`src/rtl/instr_pkg.sv`:
```
// instr_pkg: shared RV32I encoding constants and types.
// Holds the symbolic op enum, major opcodes and funct3/funct7 values used by
// the encoder; the decode side imports the same constants so both ends agree.
package instr_pkg;

    typedef enum logic [2:0] {
        OpAdd  = 3'd0,
        OpSub  = 3'd1,
        OpOr   = 3'd2,
        OpAnd  = 3'd3,
        OpLw   = 3'd4,
        OpSw   = 3'd5,
        OpBeq  = 3'd6,
        OpRsvd = 3'd7
    } op_e;

    typedef enum logic [1:0] {
        StIdle,
        StLoad,
        StDone
    } state_e;

    localparam logic [6:0] OpcodeOp     = 7'b0110011;
    localparam logic [6:0] OpcodeLoad   = 7'b0000011;
    localparam logic [6:0] OpcodeStore  = 7'b0100011;
    localparam logic [6:0] OpcodeBranch = 7'b1100011;

    localparam logic [2:0] Funct3AddSub = 3'b000;
    localparam logic [2:0] Funct3Or     = 3'b110;
    localparam logic [2:0] Funct3And    = 3'b111;
    localparam logic [2:0] Funct3Word   = 3'b010;
    localparam logic [2:0] Funct3Beq    = 3'b000;

    localparam logic [6:0] Funct7Base = 7'b0000000;
    localparam logic [6:0] Funct7Sub  = 7'b0100000;

endpackage

```
`src/rtl/instr_encoder_if.sv`:
```
// instr_encoder_if: request handshake and instruction-memory write bus.
//   req_*   : symbolic operation request (valid/ready handshake)
//   imem_*  : one-word-per-cycle write port into instruction memory
// Modports: master = request source / memory sink, slave = encoder.
interface instr_encoder_if #(
    parameter int unsigned DEPTH = 64
);
    import instr_pkg::*;

    localparam int unsigned ADDR_W = $clog2(DEPTH);

    logic              req_valid;
    logic              req_ready;
    op_e               req_op;
    logic [4:0]        req_rd;
    logic [4:0]        req_rs1;
    logic [4:0]        req_rs2;
    logic [12:0]       req_imm;
    logic              imem_we;
    logic [ADDR_W-1:0] imem_addr;
    logic [31:0]       imem_wdata;

    modport master (
        output req_valid, req_op, req_rd, req_rs1, req_rs2, req_imm,
        input  req_ready, imem_we, imem_addr, imem_wdata
    );

    modport slave (
        input  req_valid, req_op, req_rd, req_rs1, req_rs2, req_imm,
        output req_ready, imem_we, imem_addr, imem_wdata
    );

endinterface

```
`src/rtl/rv_pack.sv`:
```
// rv_pack: combinational RV32I packer.
//   op, rd, rs1, rs2, imm in -> word (32-bit instruction), legal
// Fields an op does not use are ignored. Reserved op and odd BEQ offsets are
// flagged illegal; word content is don't-care in that case.
module rv_pack
    import instr_pkg::*;
(
    input  op_e         op,
    input  logic [4:0]  rd,
    input  logic [4:0]  rs1,
    input  logic [4:0]  rs2,
    input  logic [12:0] imm,
    output logic [31:0] word,
    output logic        legal
);

    always_comb begin
        word  = '0;
        legal = 1'b1;
        unique case (op)
            OpAdd:  word = {Funct7Base, rs2, rs1, Funct3AddSub, rd, OpcodeOp};
            OpSub:  word = {Funct7Sub, rs2, rs1, Funct3AddSub, rd, OpcodeOp};
            OpOr:   word = {Funct7Base, rs2, rs1, Funct3Or, rd, OpcodeOp};
            OpAnd:  word = {Funct7Base, rs2, rs1, Funct3And, rd, OpcodeOp};
            OpLw:   word = {imm[11:0], rs1, Funct3Word, rd, OpcodeLoad};
            OpSw:   word = {imm[11:5], rs2, rs1, Funct3Word, imm[4:0], OpcodeStore};
            OpBeq: begin
                // Branch offsets are 2-byte aligned; bit 0 is not encodable.
                word  = {imm[12], imm[10:5], rs2, rs1, Funct3Beq, imm[4:1], imm[11],
                         OpcodeBranch};
                legal = ~imm[0];
            end
            OpRsvd: legal = 1'b0;
            default: legal = 1'b0;
        endcase
    end

endmodule

```
`src/rtl/instr_encoder.sv`:
```
// instr_encoder: sequential RV32I program loader.
//   clk, rst      : clock, asynchronous active-high reset
//   start, finish : session control pulses
//   bus (slave)   : request handshake in, instruction-memory write out
//   words         : words written this session
//   done          : high while in DONE
//   illegal       : one-cycle pulse per rejected request
//   err_count     : rejected requests this session, saturating at 255
module instr_encoder
    import instr_pkg::*;
#(
    parameter  int unsigned DEPTH  = 64,
    localparam int unsigned ADDR_W = $clog2(DEPTH)
) (
    input  logic                  clk,
    input  logic                  rst,
    input  logic                  start,
    input  logic                  finish,
    instr_encoder_if.slave        bus,
    output logic [ADDR_W:0]       words,
    output logic                  done,
    output logic                  illegal,
    output logic [7:0]            err_count
);

    localparam logic [ADDR_W:0] PtrFull = (ADDR_W + 1)'(DEPTH);
    localparam logic [ADDR_W:0] PtrLast = (ADDR_W + 1)'(DEPTH - 1);

    state_e            state_q, state_d;
    logic [ADDR_W:0]   ptr_q;
    logic              we_q;
    logic [ADDR_W-1:0] addr_q;
    logic [31:0]       wdata_q;
    logic              illegal_q;
    logic [7:0]        err_q;

    logic        accept;
    logic        accept_legal;
    logic        accept_illegal;
    logic        enter_load;
    logic [31:0] packed_word;
    logic        packed_legal;

    rv_pack u_pack (
        .op    (bus.req_op),
        .rd    (bus.req_rd),
        .rs1   (bus.req_rs1),
        .rs2   (bus.req_rs2),
        .imm   (bus.req_imm),
        .word  (packed_word),
        .legal (packed_legal)
    );

    // Ready depends only on registered state so it can never loop through valid.
    assign bus.req_ready   = (state_q == StLoad) && (ptr_q != PtrFull);
    assign accept          = bus.req_valid && bus.req_ready;
    assign accept_legal    = accept && packed_legal;
    assign accept_illegal  = accept && !packed_legal;

    always_comb begin
        state_d    = state_q;
        enter_load = 1'b0;
        unique case (state_q)
            StIdle, StDone: begin
                // start takes priority over a coincident finish.
                if (start) begin
                    state_d    = StLoad;
                    enter_load = 1'b1;
                end
            end
            StLoad: begin
                // Leave on the cycle the last word is accepted; its write
                // still emits on the next cycle, alongside done.
                if (finish || (accept_legal && ptr_q == PtrLast)) begin
                    state_d = StDone;
                end
            end
            default: state_d = StIdle;
        endcase
    end

    always_ff @(posedge clk or posedge rst) begin
        if (rst) begin
            state_q   <= StIdle;
            ptr_q     <= '0;
            we_q      <= 1'b0;
            addr_q    <= '0;
            wdata_q   <= '0;
            illegal_q <= 1'b0;
            err_q     <= '0;
        end else begin
            state_q   <= state_d;
            we_q      <= accept_legal;
            illegal_q <= accept_illegal;
            if (enter_load) begin
                ptr_q <= '0;
                err_q <= '0;
            end else begin
                if (accept_legal) begin
                    ptr_q   <= ptr_q + 1'b1;
                    addr_q  <= ptr_q[ADDR_W-1:0];
                    wdata_q <= packed_word;
                end
                if (accept_illegal && err_q != 8'hFF) begin
                    err_q <= err_q + 8'd1;
                end
            end
        end
    end

    assign bus.imem_we    = we_q;
    assign bus.imem_addr  = addr_q;
    assign bus.imem_wdata = wdata_q;
    assign words          = ptr_q;
    assign done           = (state_q == StDone);
    assign illegal        = illegal_q;
    assign err_count      = err_q;

endmodule

```
`src/flat_wrapper.sv`:
```
// flat-port wrapper written by rule: the top's interface ports become plain ports
module instr_encoder_flat import instr_pkg::*;
#(
    parameter  int unsigned DEPTH  = 64,
    localparam int unsigned ADDR_W = $clog2(DEPTH)
)
  (clk, rst, start, finish, words, done, illegal, err_count, bus_req_valid, bus_req_op, bus_req_rd, bus_req_rs1, bus_req_rs2, bus_req_imm, bus_req_ready, bus_imem_we, bus_imem_addr, bus_imem_wdata);
  instr_encoder_if #(.DEPTH(DEPTH)) bus_i ();
  input  logic clk;
  input  logic rst;
  input  logic start;
  input  logic finish;
  output logic [ADDR_W:0] words;
  output logic done;
  output logic illegal;
  output logic [7:0] err_count;
  input wire logic [$bits(bus_i.req_valid)-1:0] bus_req_valid;
  input wire logic [$bits(bus_i.req_op)-1:0] bus_req_op;
  input wire logic [$bits(bus_i.req_rd)-1:0] bus_req_rd;
  input wire logic [$bits(bus_i.req_rs1)-1:0] bus_req_rs1;
  input wire logic [$bits(bus_i.req_rs2)-1:0] bus_req_rs2;
  input wire logic [$bits(bus_i.req_imm)-1:0] bus_req_imm;
  output wire logic [$bits(bus_i.req_ready)-1:0] bus_req_ready;
  output wire logic [$bits(bus_i.imem_we)-1:0] bus_imem_we;
  output wire logic [$bits(bus_i.imem_addr)-1:0] bus_imem_addr;
  output wire logic [$bits(bus_i.imem_wdata)-1:0] bus_imem_wdata;
  assign bus_i.req_valid = bus_req_valid;
  assign bus_i.req_op = bus_req_op;
  assign bus_i.req_rd = bus_req_rd;
  assign bus_i.req_rs1 = bus_req_rs1;
  assign bus_i.req_rs2 = bus_req_rs2;
  assign bus_i.req_imm = bus_req_imm;
  assign bus_req_ready = bus_i.req_ready;
  assign bus_imem_we = bus_i.imem_we;
  assign bus_imem_addr = bus_i.imem_addr;
  assign bus_imem_wdata = bus_i.imem_wdata;
  instr_encoder #(.DEPTH(DEPTH)) u_core (.clk(clk), .rst(rst), .start(start), .finish(finish), .bus(bus_i), .words(words), .done(done), .illegal(illegal), .err_count(err_count));
endmodule
```
`config.mk`:
```
export PLATFORM = sky130hd
export DESIGN_NAME = instr_encoder_flat
export DESIGN_NICKNAME = d
export VERILOG_FILES = /design/src/rtl/instr_pkg.sv /design/src/rtl/instr_encoder_if.sv /design/src/rtl/rv_pack.sv /design/src/rtl/instr_encoder.sv /design/src/flat_wrapper.sv
export SDC_FILE = /design/constraint.sdc
export NUM_CORES = 1
export LEC_CHECK = 0
export CORE_MARGIN = 2
export CORE_UTILIZATION = 45
export CTS_BUF_LIST = sky130_fd_sc_hd__clkbuf_16
export DETAILED_ROUTE_END_ITERATION = 12
export PLACE_DENSITY_LB_ADDON = 0.08
export SYNTH_ARGS = -nofsm -noshare
export SYNTH_HDL_FRONTEND = slang
export SYNTH_SLANG_ARGS = --single-unit
```
`constraint.sdc`:
```
create_clock -name clk -period 2.42 [get_ports clk]
set_input_delay 0.484 -clock clk [delete_from_list [all_inputs] [get_ports clk]]
set_output_delay 0.484 -clock clk [all_outputs]
set_load 0.01 [all_outputs]
```
==> impl_metrics.json, run 1 <==
{
  "status": "finished, final reports clean",
  "cts-buffers-inserted": 5,
  "die_y_um": 79.6,
  "maxCapViolCount": 0,
  "clockBufferDepth": 2,
  "ys_top_cells_by_count": "nand2_1 (59), dfrtp_1 (54), o21ai_0 (31), inv_1 (10)",
  "dp_hpwl_um": 4240,
  "min_from": "u_core.bus.imem_addr[2]",
  "drive_gt1_frac": 0.0726,
  "wl_per_cell_um": 13.9,
  "finalMaxSlewViolations": 0,
  "synthFlopType": "dfrtp_1",
  "tns_ns": 0,
  "power_density_mw_per_mm2": 791,
  "tightest_slew_ns": 0.585,
  "io_pins": 93,
  "drt_iter0_drc": 76,
  "finalCritPeriodShare": 0.965,
  "fin_area_mm2": 0.00371,
  "final_antenna_net_count": 0,
  "async_reset_ff_frac": 1.00,
  "cp.required_ns": 1.94,
  "syn2layout_area_growth_pct": 44.1,
  "synth_area_leaders": "dfrtp_1 (53%), nand2_1 (8.6%), o21ai_0 (6.0%), mux2i_1 (2.7%), o31ai_1 (2.6%)",
  "seq_area_frac_synth": 0.525,
  "worstSetupStartpointType": "flop",
  "fp-row-count": 27,
  "antenna_found_initial": 0,
  "vias": 2196,
  "slew_headroom": 0.606,
  "yosysMostFrequentCell": "nand2_1",
  "clock_skew_ns": 0.00752,
  "cts_tree": "built",
  "cts_max_level": 2,
  "coreArea_mm2": 0.00551,
  "min_path_type": "reg -> reg",
  "avgSynthCellArea_um2": 9.60,
  "r2r_end": "u_core.bus.imem_wdata[13]",
  "fin_cells": 430,
  "reg2reg_slack_ns": 0.49,
  "fp.dieW_um": 79.6,
  "vdd.ir_drop.worst_uv": 409,
  "grt_max_degree": 55,
  "die-area_mm2": 0.00634,
  "hold_depth": 2,
  "dp_cells": 423,
  "min_to": "u_core.bus.imem_addr[2]",
  "cp.arrival_ns": 1.85,
  "post-route-drc-count": 0,
  "globalplace.congestion": 0.827,
  "r2r_start": "u_core.words[2]",
  "fillers": 453,
  "cts_sinks": 54,
  "ys_ff_latch": 54,
  "endpoint_kind": "output port",
  "portBuffers": 90,
  "via_per_inst": 5.11,
  "setup_viol": 0,
  "synth_warnings": 0,
  "fmax_mhz": 428,
  "fin_nets": 397,
  "diodes": 0,
  "grt_first_pass_wirelength_um": 10100,
  "place_area_mm2": 0.00357,
  "yosys.area.top_type_share": 0.525,
  "final_util": 0.673,
  "cts_root_buffer": "clkbuf_16",
  "synth_cells": 268,
  "clk_latency_ns": 0.29,
  "setup.worst_path.class": "reg -> out",
  "clk_pin_slew_ns": 0.06,
  "netlist_area_mm2": 0.00257,
  "gr-usage-all-layers": 0.201,
  "grt_pass1_vias": 2086,
  "wl_um": 5990,
  "overflow": 0,
  "cellLeakagePower_nw": 1.63,
  "cts_hold_buf": 0,
  "rsz0062_at_grt": "no",
  "dr.pass1.iters": 4,
  "synth_cell_types": 47,
  "ff2ff_path_depth": 6,
  "synth-edff-count": 0,
  "initial_utilization": 0.467,
  "yosysTopAreaCell": "dfrtp_1",
  "final_hold_viol_count": 0,
  "post-route-min-period_ns": 2.34,
  "critPathMaxFanout": 6
}
## final cells by class
type                       instances  area [µm²]  area share
multi-input combinational        185        1080       0.292
tap                               72        90.1      0.0243
clock buffer                       5         125      0.0337
clock inverter                     2        10.0     0.00270
timing repair buffer             100        1000       0.270
inverter                          12        47.5      0.0128
sequential                        54        1350       0.365
## placed cells by master, fill, tap and decap left out, types with 5 or more instances in the layout
cell,Yosys,routed
nand2_1,59,59
nand3_1,9,9
nand2b_1,6,6
inv_1,10,9
o31ai_1,9,9
a21oi_1,7,7
mux2i_1,7,7
buf_4,7,8
a22oi_1,5,5
o211ai_1,5,5
dfrtp_1,54,53
o21ai_0,31,31
clkdlybuf4s50_1,0,90
clkbuf_16,0,5
## worst max path at each step
| stage | start | to | slack [ns] | cells after the start |
|---|---|---|---|---|
| after global placement | bus_req_valid | u_core.err_count[4] | 0.30 | 5 |
| after floorplan | rst | u_core.bus.imem_addr[0] | 0.62 | 1 |
| final | u_core.words[1] | bus_req_ready | 0.08 | 5 |
| after detailed placement | bus_req_valid | u_core.err_count[4] | 0.22 | 5 |
| after global routing | u_core.words[0] | bus_req_ready | 0.03 | 5 |
| after CTS | u_core.words[0] | bus_req_ready | 0.02 | 5 |
## cells by family (layout without fill, tap and decap cells)
kind of cell / after synthesis / in the layout / synth area share
and+or+nand+nor: 99 / 99 / 0.184
buffers and inverters: 30 / 119 / 0.0593
AOI/OAI and AO/OA: 73 / 73 / 0.185
adders and majority gates: 3 / 3 / 0.0146
xor gates and xnor gates: 1 / 1 / 0.00340
DFF: 54 / 54 / 0.525
muxes: 7 / 7 / 0.0272
other: 1 / 2 / 0.00146
## flip-flops by register name (all words and copies together) (netlist names)
name	cells
u_core.bus.imem_addr	6
u_core.illegal	1
u_core.err_count	8
u_core.bus.imem_wdata	29
u_core.bus.imem_we	1
u_core.state_q	2
u_core.words	7
## routing by layer
layer	part of all wire	GRT usage	wire, µm
met5	0	0	0
met4	0.0077	0.0517	46
met3	0.058	0.0532	345
met2	0.47	0.315	2840
met1	0.46	0.277	2760
## per-stage QoR
stage | hold slack, ns | total power, mW | setup WS (ns)
after CTS | 0.478 | 2.96 | 0.0198
after detailed placement | 0.462 | 2.28 | 0.223
after global placement | 0.458 | 2.26 | 0.295
after global routing | 0.504 | 3.13 | 0.0275
final | 0.470 | 2.93 | 0.0848
after floorplan | 0.508 | 1.68 | 0.621
## critical path, cell delays in order, from the launching register on
cell	delay, ns
dfrtp_1	0.46
inv_1	0.08
ha_1	0.21
and2_1	0.14
a21oi_1	0.13
clkdlybuf4s50_1	0.55
## report_power, final
part           leakage (nW)  internal (mW)  switching (mW)
registers             0.707           1.12           0.131
logic                 0.854          0.563           0.438
clock network        0.0694          0.374           0.303
total                  1.63           2.06           0.873
## repair_timing
action,in CTS,in global routing
setup buffers,0,0
endpoints found under the setup margin,0,1
endpoints found under the hold margin,0,0
resized for setup,0,1
Power figures use the tool's default switching activity.
==> run 2: changes to the inputs <==
--- a/config.mk
+++ b/config.mk
@@ -9,6 +9,7 @@
 export CORE_UTILIZATION = 45
 export CTS_BUF_LIST = sky130_fd_sc_hd__clkbuf_16
 export DETAILED_ROUTE_END_ITERATION = 12
+export HOLD_SLACK_MARGIN = 0.02
 export PLACE_DENSITY_LB_ADDON = 0.08
 export SYNTH_ARGS = -nofsm -noshare
 export SYNTH_HDL_FRONTEND = slang
==> results of run 2 <==
Final layout, timing and power as in run 1 (identical DEF).
==> run 3: changes to the inputs <==
--- a/config.mk
+++ b/config.mk
@@ -5,6 +5,7 @@
 export SDC_FILE = /design/constraint.sdc
 export NUM_CORES = 1
 export LEC_CHECK = 0
+export ABC_AREA = 1
 export CORE_MARGIN = 2
 export CORE_UTILIZATION = 45
 export CTS_BUF_LIST = sky130_fd_sc_hd__clkbuf_16
==> impl_metrics.json, run 3 <==
{
  "setup.worst_path.class": "reg -> out",
  "critPathMaxFanout": 5,
  "yosysMostFrequentCell": "nand2_1",
  "overflow": 0,
  "gr-usage-all-layers": 0.216,
  "clk_pin_slew_ns": 0.07,
  "final_util": 0.656,
  "worstSetupStartpointType": "flop",
  "portBuffers": 90,
  "cts_sinks": 54,
  "tns_ns": 0,
  "synth_warnings": 0,
  "via_per_inst": 4.89,
  "regArea_mm2": 0.00135,
  "final_hold_viol_count": 0,
  "cts_tree": "built",
  "rsz0062_at_grt": "no",
  "clkPwrFrac": 0.229,
  "async_reset_ff_frac": 1.00,
  "cp_common_cell": "inv_1",
  "synth_cell_types": 28,
  "cts-buffers-inserted": 5,
  "finalCritPeriodShare": 0.934,
  "layout_common_cells": "nand2_1 (114), clkdlybuf4s50_1 (90), dfrtp_1 (52)",
  "die-area_mm2": 0.00663,
  "synthFlopType": "dfrtp_1",
  "fillers": 542,
  "synth_cells": 331,
  "drt_iter0_drc": 149,
  "clockBufferDepth": 2,
  "ys_top_cells_by_count": "nand2_1 (114), dfrtp_1 (54), nand3_1 (34), inv_1 (25), o21ai_0 (23)",
  "coreArea_mm2": 0.00585,
  "yosysTopAreaCell": "dfrtp_1",
  "p_int_mw": 2.09,
  "cts_hold_buf": 0,
  "synth_area_leaders": "dfrtp_1 (50%), nand2_1 (16%), nand3_1 (6.3%), o21ai_0 (4.3%), inv_1 (3.5%)",
  "seq_area_frac_synth": 0.501,
  "avgSynthCellArea_um2": 8.15,
  "netlist_area_mm2": 0.00270,
  "grt_pass1_vias": 2388,
  "clock_skew_ns": 0.00567,
  "maxCapViolCount": 0,
  "drive_gt1_frac": 0.0802,
  "io_pins": 93,
  "endpoint_kind": "output port",
  "wl_per_cell_um": 13.0,
  "synth-edff-count": 0,
  "ys_ff_latch": 54,
  "multi_input_area_mm2": 0.00112,
  "fp-row-count": 28,
  "final_common_cell": "nand2_1",
  "p_switching_uw": 933,
  "initial_utilization": 0.461,
  "clk_latency_ns": 0.29,
  "post-route-drc-count": 0,
  "cts_root_buffer": "clkbuf_16",
  "vias": 2439,
  "slowest_stage": "clkdlybuf4s50_1",
  "fp.dieW_um": 81.4,
  "diodes": 0,
  "final_antenna_net_count": 0,
  "path_cells": "inv_1, ha_1, nand2_1, inv_1, nand3_1, nand2_1, inv_1, clkdlybuf4s50_1",
  "finalMaxSlewViolations": 0,
  "pwr-share-comb": 0.352,
  "grt_first_pass_wirelength_um": 11200,
  "grt_max_degree": 49,
  "cts_max_level": 2,
  "dp_hpwl_um": 4630,
  "largest_reg_flops": 29,
  "cp.arrival_ns": 1.78,
  "vdd.ir_drop.worst_uv": 449,
  "globalplace.congestion": 0.789,
  "pwr-share-seq": 0.419,
  "syn2layout_area_growth_pct": 42.3,
  "crit_path_max_incr_delay_ns": 0.52,
  "dr.pass1.iters": 4,
  "wl_um": 6470,
  "setup_viol": 0,
  "status": "finished, final reports clean",
  "cellLeakagePower_nw": 1.83,
  "antenna_found_initial": 0,
  "fin_nets": 462,
  "post-route-min-period_ns": 2.26,
  "cp.required_ns": 1.94,
  "switching_share": 0.308,
  "power_density_mw_per_mm2": 789,
  "min_path_type": "in -> async",
  "fmax_mhz": 442,
  "yosys.area.top_type_share": 0.501,
  "die_y_um": 81.4
}
[run 3: cell types whose count changed after synthesis, moves of 7 or more]
| cell | change |
|---|---|
| mux2i_1 | -7 |
| o21ai_1 | +13 |
| nand3_1 | +25 |
| o21ai_0 | -8 |
| a21oi_1 | -7 |
| nand2_1 | +55 |
| o31ai_1 | -9 |
| inv_1 | +15 |
[run 3: worst max-delay path, delay by kind of cell (launching register included)]
family,cells,cell delay (ns)
and+or+nand+nor,3,0.21
DFF,1,0.41
buffers and inverters,4,0.69
adders and majority gates,1,0.18
[run 3: layout make-up]
type,instances,share of cell area
Clock inverter,3,0.00424
Tap cell,75,0.0245
Clock buffer,5,0.0326
Sequential cell,54,0.353
Inverter,29,0.0284
Timing Repair Buffer,100,0.264
Multi-Input combinational cell,233,0.293
[run 3: worst paths after layout]
check | from | end | slack (ns) | depth (start not counted)
max | u_core.words[1] | bus_req_ready | 0.16 | 8
max reg2reg | u_core.words[1] | u_core.words[5] | 0.56 | 10
min in group clk | u_core.bus.imem_wdata[20] | u_core.bus.imem_wdata[20] | 0.47 | 2
max in group asynchronous | rst | u_core.words[1] | 1.49 | 3
min | rst | u_core.bus.imem_wdata[17] | 0.41 | 2
min reg2reg | u_core.bus.imem_wdata[20] | u_core.bus.imem_wdata[20] | 0.47 | 2
[run 3: per-stage QoR]
| stage | hold WS [ns] | total power [mW] | std cells | instance area (µm²) | setup slack, ns |
|---|---|---|---|---|---|
| floorplan | 0.509 | 1.72 | 332 | 2700 | 0.621 |
| global placement | 0.456 | 2.32 | 489 | 3680 | 0.254 |
| detailed placement | 0.460 | 2.33 | 489 | 3680 | 0.189 |
| CTS | 0.413 | 3.04 | 497 | 3820 | 0.0805 |
| global route | 0.435 | 3.22 | 499 | 3840 | 0.0125 |
| finish | 0.415 | 3.02 | 499 | 3840 | 0.159 |
[run 3: what timing repair did]
action,CTS,global route
buffers inserted,0,2
endpoints found under the setup margin,0,1
hold endpoints to repair,0,0
resized for setup,0,2
[run 3: power by group through the flow]
stage	registers [mW]	clock network (mW)	logic [mW]
2_1_floorplan	1.36	0	0.359
3_3_place_gp	1.28	0	1.04
3_5_place_dp	1.27	0	1.06
4_1_cts	1.27	0.712	1.06
5_1_grt	1.30	0.745	1.18
6_report	1.27	0.692	1.07
[run 3: kinds of logic after synthesis]
| group | synth area share |
|---|---|
| adders and majority gates | 0.0139 |
| xor gates and xnor gates | 0.0227 |
| buffers and inverters | 0.0831 |
| AOI/OAI and AO/OA | 0.0794 |
| other | 0.00139 |
| and+or+nand+nor | 0.298 |
| DFF | 0.501 |
[run 3: layer usage]
metal	global-route usage	part of all wire
met5	0	0
met2	0.359	0.48
met4	0.0339	0.0031
met1	0.291	0.46
met3	0.0556	0.055
==> edit: new RTL, config.mk and constraints of run 3 <==
`DEPTH` is set to 64 in 3 places; all go to 128.
--- a/src/rtl/instr_encoder_if.sv
+++ b/src/rtl/instr_encoder_if.sv
@@ -3,7 +3,7 @@
 //   imem_*  : one-word-per-cycle write port into instruction memory
 // Modports: master = request source / memory sink, slave = encoder.
 interface instr_encoder_if #(
-    parameter int unsigned DEPTH = 64
+    parameter int unsigned DEPTH = 128
 );
     import instr_pkg::*;
 
--- a/src/rtl/instr_encoder.sv
+++ b/src/rtl/instr_encoder.sv
@@ -9,7 +9,7 @@
 module instr_encoder
     import instr_pkg::*;
 #(
-    parameter  int unsigned DEPTH  = 64,
+    parameter  int unsigned DEPTH  = 128,
     localparam int unsigned ADDR_W = $clog2(DEPTH)
 ) (
     input  logic                  clk,
--- a/src/flat_wrapper.sv
+++ b/src/flat_wrapper.sv
@@ -1,7 +1,7 @@
 // flat-port wrapper written by rule: the top's interface ports become plain ports
 module instr_encoder_flat import instr_pkg::*;
 #(
-    parameter  int unsigned DEPTH  = 64,
+    parameter  int unsigned DEPTH  = 128,
     localparam int unsigned ADDR_W = $clog2(DEPTH)
 )
   (clk, rst, start, finish, words, done, illegal, err_count, bus_req_valid, bus_req_op, bus_req_rd, bus_req_rs1, bus_req_rs2, bus_req_imm, bus_req_ready, bus_imem_we, bus_imem_addr, bus_imem_wdata);
Ports: changed (resized bus_imem_addr and words); port bits go from 93 to 95. The function was not compared with the original's and may differ.
==> edit against run 3 <==
- critical path depth shrank 2
- largest power group is now combinational cells
- power up 14%
- critical path type unchanged
- wire length increased by 3.7%
- design area rose by 4.4%
- clock power up 2%
- area after synthesis grew 6.4%
- sequential cell count grew 2
- setup slack gained 0.24 ns
==> edit: results (changes against run 3) <==
Run status
  • Status: finished clean

Layout
  • Layout net count: 472 (+2.2%)
  • FFs & Latches: 56 (+3.7%)
  • Cell Count, Final, Fillers Out: 511 (+2.4%)
  • Share of layout cells above drive strength 1: 11.3% (+3.3 points)
  • Multi-input logic portion of the cell area: 30.9% (+1.6 points)
  • Data buffer area share: 25.0% (-1.4 points)
  • #MultiIn Comb: 238 (+2.1%)
  • Inverter count: 33 (+14%)

Yosys
  • Synthesized instance count: 338 (+2.1%)

Detailed routing
  • Met3 WL post-DR: 327 µm (-7.4%)
  • WL met2: 3150 µm (+1.5%)

Setup path
  • Crit path DAT: 1.53 ns (-0.25 ns)
  • CP startpoint: u_core.words[0]
  • CP peak stage delay: 0.41 ns (-0.11 ns)
  • CP max FO: 4 (-1)

Placed design
  • Final HPWL DP: 4770 µm (+2.9%)
  • RD Place Congestion: 0.887 (+12%)

STA
  • Maximum clock rate: 496 MHz (+12%)
  • Skew final: 0.00900 ns (+0.00333 ns)
  • Final hold slack: 0.482 ns (+0.0676 ns)

Global routing
  • First-pass GRT wire length: 11,400 µm (+1.8%)
  • Met2 usage: 31.3% (-4.6 points)
  • GR Util met3: 4.15% (-1.4 points)

Pwr
  • Peak VDD IR: 0.605 mV (+35%)
==> edit: power by group <==
part           total, mW  internal (mW)  switching (mW)
Clock              0.708          0.382           0.325
Sequential          1.36           1.21           0.148
Combinational       1.38          0.736           0.646
Total               3.45           2.33            1.12
==> edit: cells by family after synthesis <==
group | Yosys count | synth area share [%]
other | 1 | 0.131
buffers and inverters | 45 | 8.24
flip-flops | 56 | 48.8
XOR/XNOR | 8 | 2.44
AND/OR/NAND/NOR | 170 | 26.3
AO/OA/AOI/OAI | 55 | 12.7
adder cells (fa/ha/maj) | 3 | 1.31
==> edit: final timing paths <==
path,endpoint,cells after the start
hold / removal,u_core.bus.imem_wdata[30],2
max in group asynchronous,u_core.bus.imem_addr[2],3
setup reg to reg,u_core.bus.imem_addr[0],9
setup / recovery,bus_req_ready,6
hold reg to reg,u_core.bus.imem_wdata[30],2
min in group asynchronous,u_core.err_count[5],3
==> edit: repair_timing <==
action | CTS | global route
resized for setup | 0 | 2
setup endpoints to repair | 0 | 1
setup buffers | 0 | 1
